--- src/rtl/uart_rx.sv ---
// uart_rx: 8N1 asynchronous serial receiver, LSB first.
// rxd is oversampled 16x and passes through a two-flop synchroniser.
// Each bit is decided by a majority vote of samples 7, 8 and 9.
// The stop bit is checked, and one received byte is held for the bus side
// behind a ready/ack handshake.
module uart_rx #(
  parameter int CLK_FREQ = 50000000,
  parameter int BAUD     = 115200,
  parameter int TICK_DIV = CLK_FREQ / (BAUD * 16)
) (
  input  logic       clk_bus,
  input  logic       rst_n,
  input  logic       rxd,
  input  logic       rx_ack,
  output logic [7:0] data,
  output logic       data_ready,
  output logic       frame_err,
  output logic       overrun,
  output logic       busy
);

  typedef enum logic [2:0] {
    IDLE,
    START,
    DATA,
    STOP,
    BREAK
  } state_t;

  localparam logic [15:0] TICK_LAST = 16'(TICK_DIV - 1);

  logic [1:0]  sync_ff;
  logic        rx_s;
  state_t      state;
  logic [15:0] div_cnt;
  logic [3:0]  samp_cnt;
  logic [2:0]  bit_idx;
  logic [7:0]  shreg;
  logic        s7;
  logic        s8;
  logic        high_run;
  logic        tick;
  logic        decide;
  logic        bit_val;
  logic        deliver;
  logic        frame_bad;

  assign rx_s      = sync_ff[1];
  assign busy      = (state != IDLE);
  assign tick      = (state != IDLE) && (div_cnt == TICK_LAST);
  assign decide    = tick && (samp_cnt == 4'd9);
  assign bit_val   = (s7 & s8) | (s7 & rx_s) | (s8 & rx_s);
  assign deliver   = decide && (state == STOP) && bit_val;
  assign frame_bad = decide && (state == STOP) && !bit_val;

  // Two-flop synchroniser for the asynchronous line; it resets to the idle level.
  always_ff @(posedge clk_bus or negedge rst_n) begin
    if (!rst_n) begin
      sync_ff <= 2'b11;
    end else begin
      sync_ff <= {sync_ff[0], rxd};
    end
  end

  // Tick divider and per-bit sample counter.
  // Both run only while a frame is active, so they restart from zero on entry to START.
  always_ff @(posedge clk_bus or negedge rst_n) begin
    if (!rst_n) begin
      div_cnt  <= '0;
      samp_cnt <= '0;
    end else if (state == IDLE) begin
      div_cnt  <= '0;
      samp_cnt <= '0;
    end else if (tick) begin
      div_cnt  <= '0;
      samp_cnt <= samp_cnt + 4'd1;
    end else begin
      div_cnt  <= div_cnt + 16'd1;
    end
  end

  // Capture the first two of the three vote samples; the third is rx_s at decision time.
  always_ff @(posedge clk_bus or negedge rst_n) begin
    if (!rst_n) begin
      s7 <= 1'b1;
      s8 <= 1'b1;
    end else if (tick) begin
      if (samp_cnt == 4'd7) s7 <= rx_s;
      if (samp_cnt == 4'd8) s8 <= rx_s;
    end
  end

  // Frame FSM together with the registered bus-side outputs and the sticky flags.
  always_ff @(posedge clk_bus or negedge rst_n) begin
    if (!rst_n) begin
      state      <= IDLE;
      bit_idx    <= '0;
      shreg      <= '0;
      high_run   <= 1'b0;
      data       <= 8'h00;
      data_ready <= 1'b0;
      frame_err  <= 1'b0;
      overrun    <= 1'b0;
    end else begin
      case (state)
        IDLE: begin
          if (!rx_s) state <= START;
        end
        START: begin
          if (decide) begin
            if (bit_val) begin
              state <= IDLE;
            end else begin
              state   <= DATA;
              bit_idx <= '0;
            end
          end
        end
        DATA: begin
          if (decide) begin
            shreg   <= {bit_val, shreg[7:1]};
            bit_idx <= bit_idx + 3'd1;
            if (bit_idx == 3'd7) state <= STOP;
          end
        end
        STOP: begin
          if (decide) begin
            if (bit_val) begin
              state <= IDLE;
            end else begin
              state    <= BREAK;
              high_run <= 1'b0;
            end
          end
        end
        BREAK: begin
          if (!rx_s) begin
            high_run <= 1'b0;
          end else if (tick) begin
            if (high_run) state <= IDLE;
            else          high_run <= 1'b1;
          end
        end
        default: state <= IDLE;
      endcase

      if (deliver && (!data_ready || rx_ack)) begin
        data       <= shreg;
        data_ready <= 1'b1;
      end else if (rx_ack) begin
        data_ready <= 1'b0;
      end

      if (frame_bad) begin
        frame_err <= 1'b1;
      end else if (rx_ack) begin
        frame_err <= 1'b0;
      end

      if (deliver && data_ready && !rx_ack) begin
        overrun <= 1'b1;
      end else if (rx_ack) begin
        overrun <= 1'b0;
      end
    end
  end

endmodule

--- config.mk ---
export PLATFORM = sky130hd
export DESIGN_NAME = uart_rx
export DESIGN_NICKNAME = d
export VERILOG_FILES = /design/src/rtl/uart_rx.sv
export SDC_FILE = /design/constraint.sdc
export NUM_CORES = 1
export LEC_CHECK = 0
export CAP_MARGIN = 30
export CORE_MARGIN = 2
export CORE_UTILIZATION = 35
export DETAILED_ROUTE_END_ITERATION = 8
export PLACE_DENSITY = 0.65
export SYNTH_ARGS = -nofsm -noshare
export SYNTH_HDL_FRONTEND = slang
export SYNTH_SLANG_ARGS = --single-unit
--- constraint.sdc ---
create_clock -name clk_bus -period 1.7 [get_ports clk_bus]
set_input_delay 0.34 -clock clk_bus [delete_from_list [all_inputs] [get_ports clk_bus]]
set_output_delay 0.34 -clock clk_bus [all_outputs]
set_load 0.02 [all_outputs]
* After elaboration in Yosys (flattened, before gate mapping)
Index checks and enable logic that the tools add are counted.
** Storage, ports and cells
- Memories kept :: 0
- Input bits :: 4
- Logic and storage cells :: 95
- Memory bits (writable) :: 0
- Output and inout bits :: 12
- Bits in registers :: 50
- Bits in read-only memories :: 0
- Bits in latches :: 0
** Operators by class
- Divide/modulo/power cells :: 0
- Equality and inequality tests :: 20
- Bitwise operators :: 5
- $lt $le $gt $ge :: 0
- Reductions and logical operators :: 26
- Muxes and demuxes :: 28
- Shifts and indexed selects :: 0
- Multiply operators :: 0
- Add/subtract/negate cells :: 3
** Operators with widths (count)
- 3-bit two-way mux :: 12
- 16-bit two-way mux :: 2
- 2-bit inequality test (second input constant) :: 10
- 16-bit by 1-bit adder with 16-bit output (second input constant) :: 1
- 16-bit by 5-bit equality test with 1-bit output (second input constant) :: 1
- 3-bit one-hot mux with 5 select lines :: 1
- 2-bit nonzero test :: 6
- 4-bit equality test (second input constant) :: 2
- 1-bit logical AND :: 8
- 1-bit two-way mux :: 8
- 4-bit two-way mux :: 2
- 4-bit AND reduction :: 2
- 8-bit AND reduction :: 1
- 3-bit by 2-bit equality test with 1-bit output (second input constant) :: 2
- 3-bit equality test (second input constant) :: 2
- 3-bit one-hot mux with 2 select lines :: 1
- 2-bit AND reduction :: 3
- 4-bit by 1-bit adder with 4-bit output (second input constant) :: 1
- 4-bit by 3-bit equality test with 1-bit output (second input constant) :: 1
- 3-bit by 1-bit adder with 3-bit output (second input constant) :: 1
- 1-bit AND :: 3
- 3-bit by 1-bit equality test with 1-bit output (second input constant) :: 1
- 1-bit zero test :: 3
- 3-bit zero test :: 1
- 6 further kinds :: 7

* Logic depth before layout (Yosys ltp)
Gate-level depths: netlist of run 1.
- Word-level depth :: 8
- Mapped depth :: 8
- Gate-level depth less buffers :: 7

* Worst setup path after synthesis of run 1
Ideal clock, no wire load.
- Kind :: reg2reg
- Start point :: register div_cnt[0]
- End point :: register data[0]
- Buffers on the path :: 0
- Period minus slack after synthesis :: 1844 ps
- Arrival time :: 1719 ps
- Library setup time :: 125 ps
- Cell stages (with the launch flop) :: 8
- Setup slack :: -144 ps
- Data required time :: 1575 ps
- Cell sequence :: dfrtp_1 inv_1 ha_1 nor4b_1 and4_2 nand4_2 nor2_4 mux2_2
** Between the ends
- Word-level cells in the longest chain between the ends :: 6
** RTL lines
- from (decl) :: line 35 : logic [15:0] div_cnt;
- from (signal assigned) :: line 78 : div_cnt <= div_cnt + 16'd1;
- 16-bit by 5-bit equality test with 1-bit output :: line 50 : assign tick = (state != IDLE) && (div_cnt == TICK_LAST);
- 1-bit logical AND :: line 50
- 1-bit logical AND :: line 51 : assign decide = tick && (samp_cnt == 4'd9);
- 1-bit logical AND (2 in series) :: line 53 : assign deliver = decide && (state == STOP) && bit_val;
- 1-bit logical AND :: line 147 : if (deliver && (!data_ready || rx_ack)) begin
- to (signal assigned) :: line 148 : data <= shreg;
- to (decl) :: line 15 : output logic [7:0] data,
No other way between the ends.
A chain may end at the register's enable or synchronous reset.

* Worst setup path in the final report of run 1
- Start point :: register div_cnt[10]
- End point :: register data[5]
The elaborated chain is that of the path after synthesis.

==> results of run 1 <==
==> stage by stage <==
stage | util | area, sq um | setup TNS (ps) | hold slack (ps) | setup slack, ps
after detailed placement | 0.454 | 3070 | -3650 | 276 | -192
after global placement | 0.454 | 3070 | -2470 | 270 | -169
after floorplan | - | 2460 | -1330 | 44.4 | -119
after CTS | 0.499 | 3370 | -1880 | 369 | -129
final | 0.507 | 3430 | -3220 | 365 | -167
after global routing | 0.507 | 3430 | -5590 | 374 | -211
==> power by group through the flow <==
stage | registers, uW | logic [uW] | clock network (uW)
final | 1190 | 39.1 | 758
after global routing | 1200 | 45.4 | 816
after CTS | 1190 | 40.9 | 782
after detailed placement | 1220 | 38.7 | 0
after global placement | 1220 | 38.7 | 0
after floorplan | 1220 | 0.0917 | 0
==> worst paths after layout <==
kind | from | end | slack (ps) | depth (start not counted)
setup / recovery | div_cnt[10] | data[5] | -170 | 6
max in group asynchronous | rst_n | s7 | 660 | 3
setup reg to reg | div_cnt[10] | data[5] | -170 | 6
hold reg to reg | sync_ff[0] | sync_ff[1] | 360 | 0
min in group asynchronous | rst_n | div_cnt[8] | 460 | 2
hold / removal | sync_ff[0] | sync_ff[1] | 360 | 0
==> state kept, by name (all words and copies together), names as in the netlist <==
register    flops
bit_idx         3
div_cnt        16
data_ready      1
s8              1
shreg           8
overrun         1
data            8
sync_ff         2
frame_err       1
s7              1
state           3
high_run        1
samp_cnt        4
==> layout by cell type, fill, tap and decap left out, types with 2 or more instances in the layout <==
master           count
nand3_1              8
and2_1               2
ha_1                 6
nand2_1             19
nand4_4              2
inv_1                7
dfstp_2              4
mux2i_1              4
a21oi_2              2
and4_1               3
clkbuf_8             5
buf_12               4
nor4b_4              2
nor4_4               2
nor4_1               2
nor2_4               2
buf_4               48
clkdlybuf4s50_1     10
mux2_4               9
xor2_1              11
mux2_2               8
nor3_1               2
nor2_1              26
dlymetal6s2s_1       3
nand4_1              4
nor3_2               2
dfrtp_1             46
nand2_2              2
nor2b_1              5
and4_4               2
nand3_2              2
o21ai_1              2
buf_6                4
a21oi_1              3
and3_1               2
or3_1                2
xnor2_1              5
==> worst max-delay path, cell delays in order, from the launching register on <==
cell and delay (ps):
dfrtp_1 410, nor4_1 370, and4_4 310, nand4_4 90
nor2_4 130, buf_12 140, mux2_4 300
==> area by class of cell <==
cell class                 count  area (sq um)
sequential                    50          1260
clock inverter                 3          28.8
inverter                       7          26.3
timing repair buffer          73           668
multi-input combinational    158          1280
fill                         603          3330
tap                           80           100
clock buffer                   5          68.8
==> per-layer routing <==
layer  vias to the layer above  part of all wire  GRT usage  wire length (um)
met5                         -                 0          0                 0
li1                        916                 -          -                 -
met3                         4             0.027     0.0237               142
met1                       925              0.47      0.200              2480
met4                         0            0.0096     0.0462                51
met2                        28              0.50      0.241              2650
==> cell families (layout without fill, tap and decap cells) <==
| logic type | after synthesis | count (layout) | synth area share |
|---|---|---|---|
| flops | 50 | 50 | 0.516 |
| simple gates | 99 | 99 | 0.230 |
| mux | 21 | 21 | 0.0951 |
| fa+ha+maj | 8 | 8 | 0.0401 |
| xor+xnor | 16 | 16 | 0.0576 |
| compound gates | 14 | 14 | 0.0365 |
| buf+inv | 12 | 88 | 0.0242 |
==> timing repair <==
item,4_1_cts,5_1_grt
hold buffers,1,0
buffers inserted,6,1
gates cloned,0,1
endpoints found under the setup margin,42,50
pin swaps,16,6
gates resized for setup,28,11
hold endpoints to repair,14,0
==> results.cfg, run 1 <==
[run_status]
outcome = finished with violations
violations = setup timing

[pwr]
power_frac_clock = 0.381
p_leak_uw = 0.00167
combinationalPowerShare = 0.020
sequentialPowerShare = 0.600
p_sw_frac = 0.239
vdd_drop_max_mv = 0.589
fin_total_pwr_uw = 1990
power.density_nw_per_um2 = 581
p_switching_uw = 477
p_int_uw = 1510

[grt]
grt_max_degree = 37
grt_usage = 0.147
antenna_found_initial = 0
grt_pass1_wl_um = 8840
first_global_vias = 1836
overflow = 0

[timing]
slew_headroom = 0.756
hold_violations = 0
setup_viol_count_final = 40
layout_setup_ws_ps = -167
worst_pin_slew_ps = 366
fmax_mhz = 536
min_period_over_period = 1.10
period_minus_slack_ps = 1870
slew_violations = 0
rsz0062_at_grt = true
fin_skew_ps = 8.31

[worst_setup_path]
crit_required_ps = 1910
cp.arrival_ps = 2070
critPathKind = reg2reg
path_max_fanout = 8
cp-start-kind = flip-flop
critPathCaptureType = flip-flop

[logic_synthesis]
synthArstFlopShare = 1.00
syn_area_sq_um = 2430
synth_edf_count = 0
syn-instance-count = 220
yosysWarningCount = 0
yosysTopAreaCellShare = 0.473
yosysMostFrequentCell = dfrtp_1
syn_area_per_cell_sq_um = 11.1
yosysTopAreaCell = dfrtp_1
ys.flop_type = dfrtp_1
synth_fp_nets = 231
netlist_top_cells_count = 46 x dfrtp_1, 26 x nor2_1, 22 x nand2_1, 17 x mux2_2, 11 x xor2_1
synth_cell_types = 48
yosysSeqAreaShare = 0.516
synthTopCellsByArea = dfrtp_1 47%, mux2_2 7.9%, dfstp_2 4.3%
ys_ff_latch = 50

[cts]
clk_latency_ps = 310
cts_tree = built
numCtsBuffers = 5
clk_pin_slew_ps = 100
cts_sinks = 50
clock_tree.buffer_depth = 2
cts.htree.levels = 2
clock-root-buffer = clkbuf_8

[detailed_routing]
vias = 1873
first_pass_iters = 4
wl_um = 5330
drt_iter0_markers = 97
drtAntennaViolNets = 0
drc = 0
route.detailed.wl_per_inst_um = 14.2
vias_per_cell = 4.98

[finish]
area_growth_pct = 40.8
finalNetCount = 306
diodes = 0
final_cell_count_no_fill = 376
drive_gt1_frac = 0.378

[worst_hold_path]
hold_path_class = reg2reg

[floorplan]
std_cell_rows = 30
fp.coreArea_sq_um = 6760
chipHeight_um = 87.4
start_util = 0.360
die_x_um = 87.4
pin_count = 16
dieArea_sq_um = 7640

[placed_design]
gp_congestion = 0.830
place_inst = 359
hpwl_um = 3600
portBuffers = 15

[flow_run]
cap_violations = 0
(Power assumes the default switching activity.)
==> run 2: changes to the inputs <==
Settings changed: CORE_UTILIZATION 35 to 52, PLACE_DENSITY 0.65 to 0.85.
==> results.cfg, run 2 (synthesized netlist as in run 1, its figures left out) <==
[timing]
fin_skew_ps = 11.0
period_minus_slack_ps = 2010
slew_violations = 0
hold_ws_ps = 363
rsz0062_at_grt = true
slew_headroom = 0.703
worst_pin_slew_ps = 442
hold_violations = 0
min_period_over_period = 1.18
fmax_mhz = 497
layout_setup_ws_ps = -312
setup_viol_count_final = 43
fin_setup_tns_ps = -6750

[finish]
drive_gt1_frac = 0.411
finalNetCount = 307
diodes = 0
regMostFlops = div_cnt
final_cell_mix = 46 x dfrtp_1, 46 x buf_4, 25 x nor2_1
final_cell_count_no_fill = 349
area_growth_pct = 42.1
fillers = 240
largest_register_ffs = 16
top_regs = div_cnt x16, data x8, shreg x8

[grt]
grt_max_degree = 51
grt_pass1_wl_um = 9670
overflow = 0
antenna_found_initial = 0
grt_usage = 0.243
first_global_vias = 2003

[worst_hold_path]
min_from = sync_ff[0]
hold_path_class = reg2reg
min_path_cells = 0
holdPathEnd = sync_ff[1]

[worst_setup_path]
cpMaxStageDelayCell = dfrtp_1
crit_buf_inv = 2
crit_required_ps = 1920
rr_endpoint = data[1]
critPathKind = reg2reg
timing.rr.start = div_cnt[6]
slowest_delay_ps = 410
critPathCaptureType = flip-flop
path_max_fanout = 8
reg2reg_slack_ps = -310
cp-start-kind = flip-flop
cp.arrival_ps = 2230
r2r_cells = 7
cp_cell_sequence = buf_4 > nor4b_2 > and4_4 > nand4_4 > nor2_4 > buf_12 > mux2_4
path_delay_family = simple AND/OR/NAND/NOR gates

[floorplan]
pin_count = 16
fp.coreArea_sq_um = 4440
chipHeight_um = 72.4
die_x_um = 72.4
start_util = 0.548
dieArea_sq_um = 5240
std_cell_rows = 24

[pwr]
p_leak_uw = 0.00165
power.density_nw_per_um2 = 580
fin_total_pwr_uw = 2010
vdd_drop_max_mv = 0.762

[run_status]
outcome = finished with violations
violations = setup timing

[cts]
cts.htree.levels = 2
cts_tree = built
clock_tree.buffer_depth = 2
clk_pin_slew_ps = 100
cts_sinks = 50
numCtsBuffers = 5
clock-root-buffer = clkbuf_8
clk_latency_ps = 330

[detailed_routing]
drc = 0
vias = 2083
drt_iter0_markers = 214
wl_um = 7050
first_pass_iters = 4
vias_per_cell = 5.97
drtAntennaViolNets = 0
route.detailed.wl_per_inst_um = 20.2

[flow_run]
cap_violations = 0

[placed_design]
hpwl_um = 3660
gp_congestion = 0.816
place_worst_setup_slack_ps = -220
portBuffers = 15
place_inst = 328
run 2: metal layers:
layer	GRT usage	vias to the layer above	routed length [um]
li1	-	920	-
met1	0.312	1057	2690
met2	0.393	80	3700
met3	0.0458	26	356
met4	0.128	0	302
met5	0	-	0
run 2: what timing repair did:
item	4_1_cts	5_1_grt
gates resized for setup	20	34
setup endpoints to repair	26	48
hold endpoints to repair	18	0
pin swaps	13	13
cloned	0	2
buffers inserted	2	9
hold buffers	1	0
run 2: where the power goes:
part           internal (uW)  switching, uW  leakage [uW]
logic                   12.9           27.2      0.000937
clock network            309            462     0.0000506
registers               1190           1.22      0.000660
run 2: stage by stage:
stage	cell area [sq um]	utilization
after floorplan	2460	-
after global placement	3010	0.678
after detailed placement	3010	0.678
after CTS	3230	0.727
after global routing	3460	0.778
final	3460	0.778
run 2: how the worst max path moves through the flow:
stage	startpoint	end	slack, ps	depth (start not counted)
2_1_floorplan	div_cnt[0]	data[0]	-120	7
3_3_place_gp	div_cnt[0]	data[2]	-140	7
3_5_place_dp	div_cnt[0]	data[0]	-220	7
4_1_cts	div_cnt[0]	data[0]	-130	8
5_1_grt	div_cnt[6]	data[1]	-370	7
6_report	div_cnt[6]	data[1]	-310	7
run 2: area by class of cell:
type | count | area, sq um | share of cell area
multi-input cells | 159 | 1350 | 0.389
flip-flops and latches | 50 | 1260 | 0.363
repair buffers | 73 | 668 | 0.193
clock buffers | 5 | 68.8 | 0.0199
well taps | 52 | 65.1 | 0.0188
clock inverters | 3 | 28.8 | 0.00832
inverters | 7 | 26.3 | 0.00760
